File: src/rtl/mem_arb_pkg.sv
// Shared types and encodings for the unified-memory arbiter.
// Also holds the lane-replication helper used by byte-enable generation.
package mem_arb_pkg;

  localparam int unsigned DW     = 32;
  localparam int unsigned BEW    = 4;
  localparam int unsigned WAIT_W = 8;

  typedef logic [1:0] state_t;
  localparam state_t ST_IDLE    = 2'd0;
  localparam state_t ST_IF_BUSY = 2'd1;
  localparam state_t ST_D_BUSY  = 2'd2;
  localparam state_t ST_RESP    = 2'd3;

  typedef logic [1:0] size_t;
  localparam size_t SZ_BYTE = 2'b00;
  localparam size_t SZ_HALF = 2'b01;
  localparam size_t SZ_WORD = 2'b10;

  typedef enum logic {
    GNT_FETCH = 1'b0,
    GNT_DATA  = 1'b1
  } grant_t;

  // Memory-port command held stable for the life of a transaction.
  typedef struct packed {
    logic           we;
    logic [BEW-1:0] be;
    logic [DW-1:0]  wdata;
  } mem_cmd_t;

  // Copies the right-justified store datum onto every lane it may occupy.
  function automatic logic [DW-1:0] lane_replicate(input size_t sz, input logic [DW-1:0] d);
    case (sz)
      SZ_BYTE: return {4{d[7:0]}};
      SZ_HALF: return {2{d[15:0]}};
      default: return d;
    endcase
  endfunction

endpackage

File: src/rtl/be_gen.sv
// Byte-enable, misalignment and store-lane generation for one access.
// Purely combinational so a future cache can reuse it.
module be_gen
  import mem_arb_pkg::*;
(
  input  size_t          i_size,
  input  logic [1:0]     i_addr_lo,
  input  logic [DW-1:0]  i_wdata,
  output logic [BEW-1:0] o_be_c,
  output logic           o_misaligned_c,
  output logic [DW-1:0]  o_wdata_c
);

  always_comb begin
    o_be_c         = '0;
    o_misaligned_c = 1'b0;
    o_wdata_c      = lane_replicate(i_size, i_wdata);
    case (i_size)
      SZ_BYTE: o_be_c = 4'b0001 << i_addr_lo;
      SZ_HALF: begin
        if (i_addr_lo[0]) o_misaligned_c = 1'b1;
        else              o_be_c         = 4'b0011 << {i_addr_lo[1], 1'b0};
      end
      SZ_WORD: begin
        if (i_addr_lo != 2'b00) o_misaligned_c = 1'b1;
        else                    o_be_c         = 4'b1111;
      end
      default: o_misaligned_c = 1'b1;
    endcase
  end

endmodule

File: src/rtl/mem_arbiter.sv
// Arbitrates the fetch and load/store paths onto one single-port memory,
// with round-robin grant, misalignment rejection and a wait-state timeout.
module mem_arbiter
  import mem_arb_pkg::*;
#(
  parameter int unsigned MAX_WAIT = 16,
  parameter int unsigned AW       = 32
) (
  input  logic          clk,
  input  logic          reset,
  input  logic          if_req,
  input  logic [AW-1:0] if_addr,
  output logic [31:0]   if_rdata,
  output logic          if_valid,
  input  logic          d_req,
  input  logic          d_we,
  input  logic [1:0]    d_size,
  input  logic [AW-1:0] d_addr,
  input  logic [31:0]   d_wdata,
  output logic [31:0]   d_rdata,
  output logic          d_valid,
  output logic          d_err,
  output logic          stall,
  output logic          bus_err,
  output logic          mem_req,
  output logic          mem_we,
  output logic [3:0]    mem_be,
  output logic [AW-1:0] mem_addr,
  output logic [31:0]   mem_wdata,
  input  logic [31:0]   mem_rdata,
  input  logic          mem_ready
);

  localparam logic [WAIT_W-1:0] WAIT_LIMIT = WAIT_W'(MAX_WAIT);

  state_t            r_state;
  grant_t            r_last;
  logic [WAIT_W-1:0] r_wait;
  logic              r_mem_req;
  logic [AW-1:0]     r_mem_addr;
  mem_cmd_t          r_cmd;
  logic [31:0]       r_if_rdata;
  logic              r_if_valid;
  logic [31:0]       r_d_rdata;
  logic              r_d_valid;
  logic              r_d_err;
  logic              r_bus_err;

  state_t            w_state_nxt;
  logic              w_grant_if;
  logic              w_grant_d;
  logic              w_reject_d;
  logic              w_done;
  logic              w_abort;
  logic              w_busy;
  logic [WAIT_W-1:0] w_wait_inc;
  logic [3:0]        w_be;
  logic              w_misaligned;
  logic [31:0]       w_wdata_rep;
  logic              w_unused_if_addr;

  be_gen u_be_gen (
    .i_size         (d_size),
    .i_addr_lo      (d_addr[1:0]),
    .i_wdata        (d_wdata),
    .o_be_c         (w_be),
    .o_misaligned_c (w_misaligned),
    .o_wdata_c      (w_wdata_rep)
  );

  // Fetch addresses are word-aligned by construction; the low bits carry nothing.
  assign w_unused_if_addr = ^if_addr[1:0];

  assign w_busy     = (r_state == ST_IF_BUSY) || (r_state == ST_D_BUSY);
  assign w_wait_inc = r_wait + WAIT_W'(1);

  always_ff @(posedge clk) begin
    if (reset) r_state <= ST_IDLE;
    else       r_state <= w_state_nxt;
  end

  // Next state plus the one-hot events that drive the datapath registers.
  always_comb begin
    w_state_nxt = r_state;
    w_grant_if  = 1'b0;
    w_grant_d   = 1'b0;
    w_reject_d  = 1'b0;
    w_done      = 1'b0;
    w_abort     = 1'b0;
    case (r_state)
      ST_IDLE: begin
        if (if_req && (!d_req || (r_last == GNT_DATA))) begin
          w_grant_if  = 1'b1;
          w_state_nxt = ST_IF_BUSY;
        end else if (d_req) begin
          if (w_misaligned) begin
            w_reject_d  = 1'b1;
            w_state_nxt = ST_RESP;
          end else begin
            w_grant_d   = 1'b1;
            w_state_nxt = ST_D_BUSY;
          end
        end
      end
      ST_IF_BUSY, ST_D_BUSY: begin
        // A ready arriving on the limit cycle still completes normally.
        if (mem_ready) begin
          w_done      = 1'b1;
          w_state_nxt = ST_RESP;
        end else if (w_wait_inc == WAIT_LIMIT) begin
          w_abort     = 1'b1;
          w_state_nxt = ST_RESP;
        end
      end
      default: w_state_nxt = ST_IDLE;
    endcase
  end

  always_ff @(posedge clk) begin
    if (reset) begin
      r_mem_req  <= 1'b0;
      r_mem_addr <= '0;
      r_cmd      <= '0;
      r_if_rdata <= '0;
      r_if_valid <= 1'b0;
      r_d_rdata  <= '0;
      r_d_valid  <= 1'b0;
      r_d_err    <= 1'b0;
      r_bus_err  <= 1'b0;
      r_wait     <= '0;
      r_last     <= GNT_DATA;
    end else begin
      r_if_valid <= 1'b0;
      r_d_valid  <= 1'b0;
      r_d_err    <= 1'b0;

      if (w_grant_if) begin
        r_mem_req   <= 1'b1;
        r_mem_addr  <= {if_addr[AW-1:2], 2'b00};
        r_cmd.we    <= 1'b0;
        r_cmd.be    <= 4'b1111;
        r_cmd.wdata <= '0;
        r_wait      <= '0;
      end

      if (w_grant_d) begin
        r_mem_req   <= 1'b1;
        r_mem_addr  <= {d_addr[AW-1:2], 2'b00};
        r_cmd.we    <= d_we;
        r_cmd.be    <= w_be;
        r_cmd.wdata <= w_wdata_rep;
        r_wait      <= '0;
      end

      if (w_reject_d) begin
        r_d_valid <= 1'b1;
        r_d_err   <= 1'b1;
        r_d_rdata <= '0;
        r_last    <= GNT_DATA;
      end

      if (w_busy && !mem_ready && !w_abort) r_wait <= w_wait_inc;

      // Completion or timeout: release the port and answer the owner next cycle.
      if (w_done || w_abort) begin
        r_mem_req <= 1'b0;
        if (r_state == ST_IF_BUSY) begin
          r_if_valid <= 1'b1;
          r_if_rdata <= w_done ? mem_rdata : 32'd0;
          r_last     <= GNT_FETCH;
        end else begin
          r_d_valid <= 1'b1;
          r_d_err   <= w_abort;
          r_last    <= GNT_DATA;
          if (w_abort)        r_d_rdata <= '0;
          else if (!r_cmd.we) r_d_rdata <= mem_rdata;
        end
        if (w_abort) r_bus_err <= 1'b1;
      end
    end
  end

  assign if_rdata  = r_if_rdata;
  assign if_valid  = r_if_valid;
  assign d_rdata   = r_d_rdata;
  assign d_valid   = r_d_valid;
  assign d_err     = r_d_err;
  assign bus_err   = r_bus_err;
  assign mem_req   = r_mem_req;
  assign mem_we    = r_cmd.we;
  assign mem_be    = r_cmd.be;
  assign mem_addr  = r_mem_addr;
  assign mem_wdata = r_cmd.wdata;
  assign stall     = (if_req & ~r_if_valid) | (d_req & ~r_d_valid);

endmodule

File: config.mk
export PLATFORM = sky130hd
export DESIGN_NAME = mem_arbiter
export DESIGN_NICKNAME = d
export VERILOG_FILES = /design/src/rtl/mem_arb_pkg.sv /design/src/rtl/be_gen.sv /design/src/rtl/mem_arbiter.sv
export SDC_FILE = /design/constraint.sdc
export NUM_CORES = 1
export LEC_CHECK = 0
export CORE_UTILIZATION = 31
export CTS_BUF_LIST = sky130_fd_sc_hd__clkbuf_8
export DETAILED_ROUTE_END_ITERATION = 7
export HOLD_SLACK_MARGIN = 0.1
export PLACE_DENSITY = 0.61
export RECOVER_POWER = 25
export SYNTH_ARGS = -nofsm -noshare
export SYNTH_HDL_FRONTEND = slang
export SYNTH_SLANG_ARGS = --single-unit
export TNS_END_PERCENT = 30
File: constraint.sdc
create_clock -name clk -period 3.7 [get_ports clk]
set_input_delay 0.555 -clock clk [delete_from_list [all_inputs] [get_ports clk]]
set_output_delay 0.555 -clock clk [all_outputs]
set_load 0.05 [all_outputs]
Word-level counts from Yosys, hierarchy flattened

Index checks and enable logic that the tools add are counted.

Memories: 0
Bits in writable memories: 0
Output and inout port bits: 139
Input port bits: 136
Memory bits (read-only): 0
Latch bits: 0
Register bits: 147

Add/sub/neg operators: 1
Reduce and logical (&&, ||, !) cells: 21
$mul: 0
Div/mod/pow operators: 0
Order comparisons: 0
Equal/unequal tests: 7
Multiplexer cells: 52
Bitwise logic cells: 6
Shift-type cells: 2

Operators with widths:

| cell                | number |
|---|---|
| $mux 32             | 8 |
| $mux 37             | 2 |
| $pmux 32 s2         | 1 |
| $mux 1              | 29 |
| $mux 8              | 3 |
| $pmux 4 s3          | 1 |
| $add 8x1->8 const B | 1 |
| $eq 8x5->1 const B  | 1 |
| $mux 2              | 4 |
| $mux 4              | 2 |
| $ne 3x3->1 const B  | 2 |
| $reduce_and 2->1    | 3 |
| $reduce_bool 2->1   | 3 |
| $reduce_or 2->1     | 3 |
| $eq 2x1->1 const B  | 2 |
| $eq 2x2->1 const B  | 2 |
| $logic_not 2->1     | 2 |
| $pmux 2 s2          | 1 |
| $shl 1x2->4 const A | 1 |
| $shl 2x2->4 const A | 1 |
| $logic_and 1x1->1   | 3 |
| $logic_not 1->1     | 3 |
| $logic_or 1x1->1    | 3 |
| $not 1->1           | 3 |
| other kinds (4)     | 5 |

Depth between registers and ports, before layout

Word-level depth: 12
Depth in mapped cells: 8

Hierarchy

From an unflattened synthesis, not the netlist that was laid out.

Cells, all modules: 616
Area total of the unflattened synthesis: 5934.4 µm²

By module, submodules not included:

| module      | times used | cells each | area each (µm²) |
|---|---|---|---|
| mem_arbiter | 1          | 551        | 5416.4 |
| be_gen      | 1          | 65         | 518.0 |

Least setup slack after synthesis

OpenSTA, ideal clock, no wires.

Kind: input -> output
From: input d_req
To: output stall
Data required time: 3.145 ns
Cell stages on the path: 2
Data arrival time: 1.369 ns
Path slack: 1.776 ns
Buffers on the path: 0
Cells stage by stage: inv_1 -> o22ai_1

Cells in the longest elaborated chain, start to end: 2

RTL lines:

| what            | line               | source |
|---|---|---|
| start, declared | mem_arbiter.sv:15  | `input logic d_req,` |
| $and 1x1->1     | mem_arbiter.sv:194 | `assign stall = (if_req & ~r_if_valid) \| (d_req & ~r_d_valid);` |
| $or 1x1->1      | mem_arbiter.sv:194 |  |
| end, declared   | mem_arbiter.sv:23  | `output logic stall,` |

No other way between the ends.

Final worst setup path

From: input d_addr[0]
To: register r_cmd, in the netlist mem_be[1]

Cells in the longest elaborated chain, start to end: 8
Elaborated cells between the ends (all ways): 14

RTL lines:

| what                                         | line              | source |
|---|---|---|
| start, declared                              | mem_arbiter.sv:18 | `input logic [AW-1:0] d_addr,` |
| $reduce_bool 2->1                            | be_gen.sv:25      | `if (i_addr_lo != 2'b00) o_misaligned_c = 1'b1;` |
| $mux 1                                       | be_gen.sv:25      |  |
| $pmux 1 s3                                   | be_gen.sv:18      | `case (i_size)` |
| $mux 1                                       | mem_arbiter.sv:96 | `if (w_misaligned) begin` |
| $mux 1                                       | mem_arbiter.sv:95 | `end else if (d_req) begin` |
| $mux 1                                       | mem_arbiter.sv:92 | `if (if_req && (!d_req \|\| (r_last == GNT_DATA))) begin` |
| $mux 1                                       | mem_arbiter.sv:90 | `case (r_state)` |
| $mux 37 or $reduce_bool 2->1 (tied branches) | -                 |  |
| end, declared                                | mem_arbiter.sv:41 | `mem_cmd_t r_cmd;` |

Parallel ways exist; a longest one is shown, timed or not.
A chain may end at the register's enable or synchronous reset.

==> results.yml <==
clock_tree:
  clockBufferDepth: 2
  cts_buffers: 17
  postCtsHoldBufs: 0
  h-tree-depth: 4
  root_buffer: "clkbuf_8"
  clk_latency_ns: 0.45
  cts.repair.resized: 0
  cts_sinks: 147
  cts_tree: "done"
  post_cts_buffers: 0
  clk_pin_slew_ns: 0.08
hold_path:
  hp-class: "register to register"
  whs_path_depth: 1
finish:
  mostFrequentLayoutCells: "clkdlybuf4s50_1 (239), dfxtp_1 (147), nor2_1 (80)"
  nets: 971
  final_cells: 1076
  final_common_cell: "clkdlybuf4s50_1"
  drive_above_1_share_pct: 8.43
  multiInputGateArea_mm2: 0.00272
  n_fill_cell: 1722
  seqCellArea_mm2: 0.00294
  fin_area_mm2: 0.00915
  area_growth_pct: 53.9
  diodes: 0
critical_path:
  max_stage_delay_ns: 0.66
  crit_path_max_fanout: 43
  critPathLaunchType: "primary input"
  cp_common_cell: "o21a_1"
  crit_type: "primary input to register"
  crit_arrival_ns: 3.07
  cp_slowest_cell: "dlygate4sd3_1"
  reg2regPathDepth: 6
  crit_chain: "dlygate4sd3_1 -> a21oi_1 -> o21a_1 -> o21a_1 -> buf_12 -> nor2_1 -> a211oi_1"
  required_ns: 4.03
  cp-end-kind: "register"
die:
  core_mm2: 0.0188
  fp-row-count: 50
  num_io_pins: 275
  die_area_mm2: 0.0197
  dieWidth_um: 141
  die_h_um: 141
  start_util_pct: 31.7
power:
  power_leakage_uw: 0.00344
  power_uw: 5440
  p_per_area_mw_per_mm2: 595
  vdd_drop_max_mv: 0.282
drt:
  dr_total_vias: 5469
  vias_per_cell: 5.08
  wire_per_inst_um: 16.9
  detail-route-antenna-nets: 0
  drt_iter0_drc: 156
  drt-total-wl_mm: 18.2
  dr.pass1.iters: 4
  drc: 0
timing:
  relSlewSlack_pct: 36.9
  fin_crit_ns: 2.74
  finalWorstSetupSlack_ns: 0.963
  setup_violations: 0
  clock_skew_ns: 0.0230
  fin_crit_sh_pct: 74.0
  hold_viol: 0
  rsz0062_at_grt: "no"
  fmax_mhz: 365
  report.final.slew_viol_count: 0
  fin_setup_tns_ns: 0
  worst_pin_slew_ns: 0.945
grt:
  grt-ovfl-total: 0
  grt_pass1_wl_mm: 29.0
  grt_max_degree: 65
  grt_pass1_vias: 5492
  grtUsageTotal_pct: 18.7
  antenna_found_initial: 0
placed_design:
  dp.cells: 1045
  gp_congestion: 0.819
  preCtsSetupSlack_ns: 0.901
  dp_hpwl_mm: 13.3
  dpl-instance-area_mm2: 0.00879
  io_buffers: 270
synth:
  ys_ff_latch: 147
  postSynth.asyncResetShare_pct: 0
  syn_area_mm2: 0.00595
  avgSynthCellArea_um2: 10.3
  synthCells: 577
  yosys_warnings: 0
  synth_edf_count: 0
  synth_cell_types: 56
  synth_ff_type: "dfxtp_1"
  synth-seq-area-share_pct: 49.5
flow_run:
  maxCapViolCount: 0
run_status:
  status: "finished clean"
==> power breakdown <==
part	internal [uW]	switching, uW	leakage [uW]
Sequential	1820	130	0.00120
Clock	592	614	0.000194
Combinational	802	1480	0.00205
Total	3220	2230	0.00344
==> cells in the mapped netlist, types with 2 or more instances <==
master / instances / area share (%)
a211o_1: 2 / 0.29
a211oi_1: 35 / 4.4
a21oi_1: 6 / 0.50
a21oi_2: 2 / 0.29
a22o_1: 64 / 9.4
a22oi_1: 33 / 4.2
a311oi_1: 3 / 0.44
and4_1: 2 / 0.29
buf_1: 7 / 0.44
buf_2: 8 / 0.67
buf_4: 5 / 0.63
buf_6: 7 / 1.3
clkbuf_1: 20 / 1.3
dfxtp_1: 147 / 49
ha_1: 5 / 1.1
inv_1: 6 / 0.38
mux2_2: 16 / 3.0
mux2i_1: 39 / 6.6
nand2_1: 21 / 1.3
nand2b_1: 3 / 0.32
nand3_1: 5 / 0.42
nor2_1: 80 / 5.0
nor2b_1: 4 / 0.42
nor3_1: 3 / 0.25
nor3_2: 2 / 0.34
o211a_1: 2 / 0.34
o21a_1: 5 / 0.63
o21ai_0: 14 / 1.2
o21ai_1: 2 / 0.17
o21bai_1: 2 / 0.25
o32ai_1: 2 / 0.29
==> per-layer routing <==
layer  up-vias  routed length [um]  track usage, %
li1       2651                   -               -
met4         0                 227            5.26
met1      2584                7750            21.5
met2       216                8550            31.7
met5         -                   0               0
met3        18                1680            7.76
==> critical path, delay by kind of cell <==
kind	cells	cell delay, ns
compound gates	4	1.48
buf+inv	2	0.95
simple gates	1	0.07
==> registers in the layout, indices dropped and copies added (netlist names) <==
register and count:
d_rdata 32, if_rdata 32, mem_wdata 32, mem_addr 30, r_wait 8, mem_be 4
r_state 2, bus_err 1, d_err 1, d_valid 1, if_valid 1, mem_req 1
mem_we 1, r_last 1
==> metrics by stage <==
| stage | util, % | hold slack, ns |
|---|---|---|
| finish | 48.8 | 0.478 |
| detailed placement | 46.8 | 0.463 |
| floorplan | - | 0.474 |
| global placement | 46.8 | 0.460 |
| CTS | 48.8 | 0.486 |
| global route | 48.8 | 0.496 |
==> path summary, 6_finish.rpt <==
| check | slack [ns] | endpoint | startpoint |
|---|---|---|---|
| setup / recovery | 0.96 | mem_be[1]$_SDFFE_PP0P_ | d_addr[0] |
| hold / removal | 0.48 | d_rdata[19]$_SDFF_PP0_ | d_rdata[19]$_SDFF_PP0_ |
| setup reg to reg | 1.34 | if_rdata[4]$_SDFFE_PP0P_ | r_wait[0]$_SDFFE_PP0P_ |
| hold reg to reg | 0.48 | d_rdata[19]$_SDFF_PP0_ | d_rdata[19]$_SDFF_PP0_ |
==> cell type report <==
cell class	count	area share, %
timing repair buffer	280	30.6
multi-input combinational	377	29.7
clock inverter	14	1.54
inverter	7	0.287
tap	234	3.20
clock buffer	17	2.56
sequential	147	32.2
==> kinds of logic (layout without fill, tap and decap cells) <==
group                      after synthesis  count (layout)  share of synthesized area [%]
AOI/OAI and AO/OA                      181             181                           24.2
DFF                                    147             147                           49.5
and+or+nand+nor                        133             133                           10.7
muxes                                   55              55                           9.59
buffers and inverters                   54             318                           4.78
adders and majority gates                5               5                           1.05
other                                    1               2                         0.0631
xor gates and xnor gates                 1               1                          0.147
(Power assumes the default switching activity.)
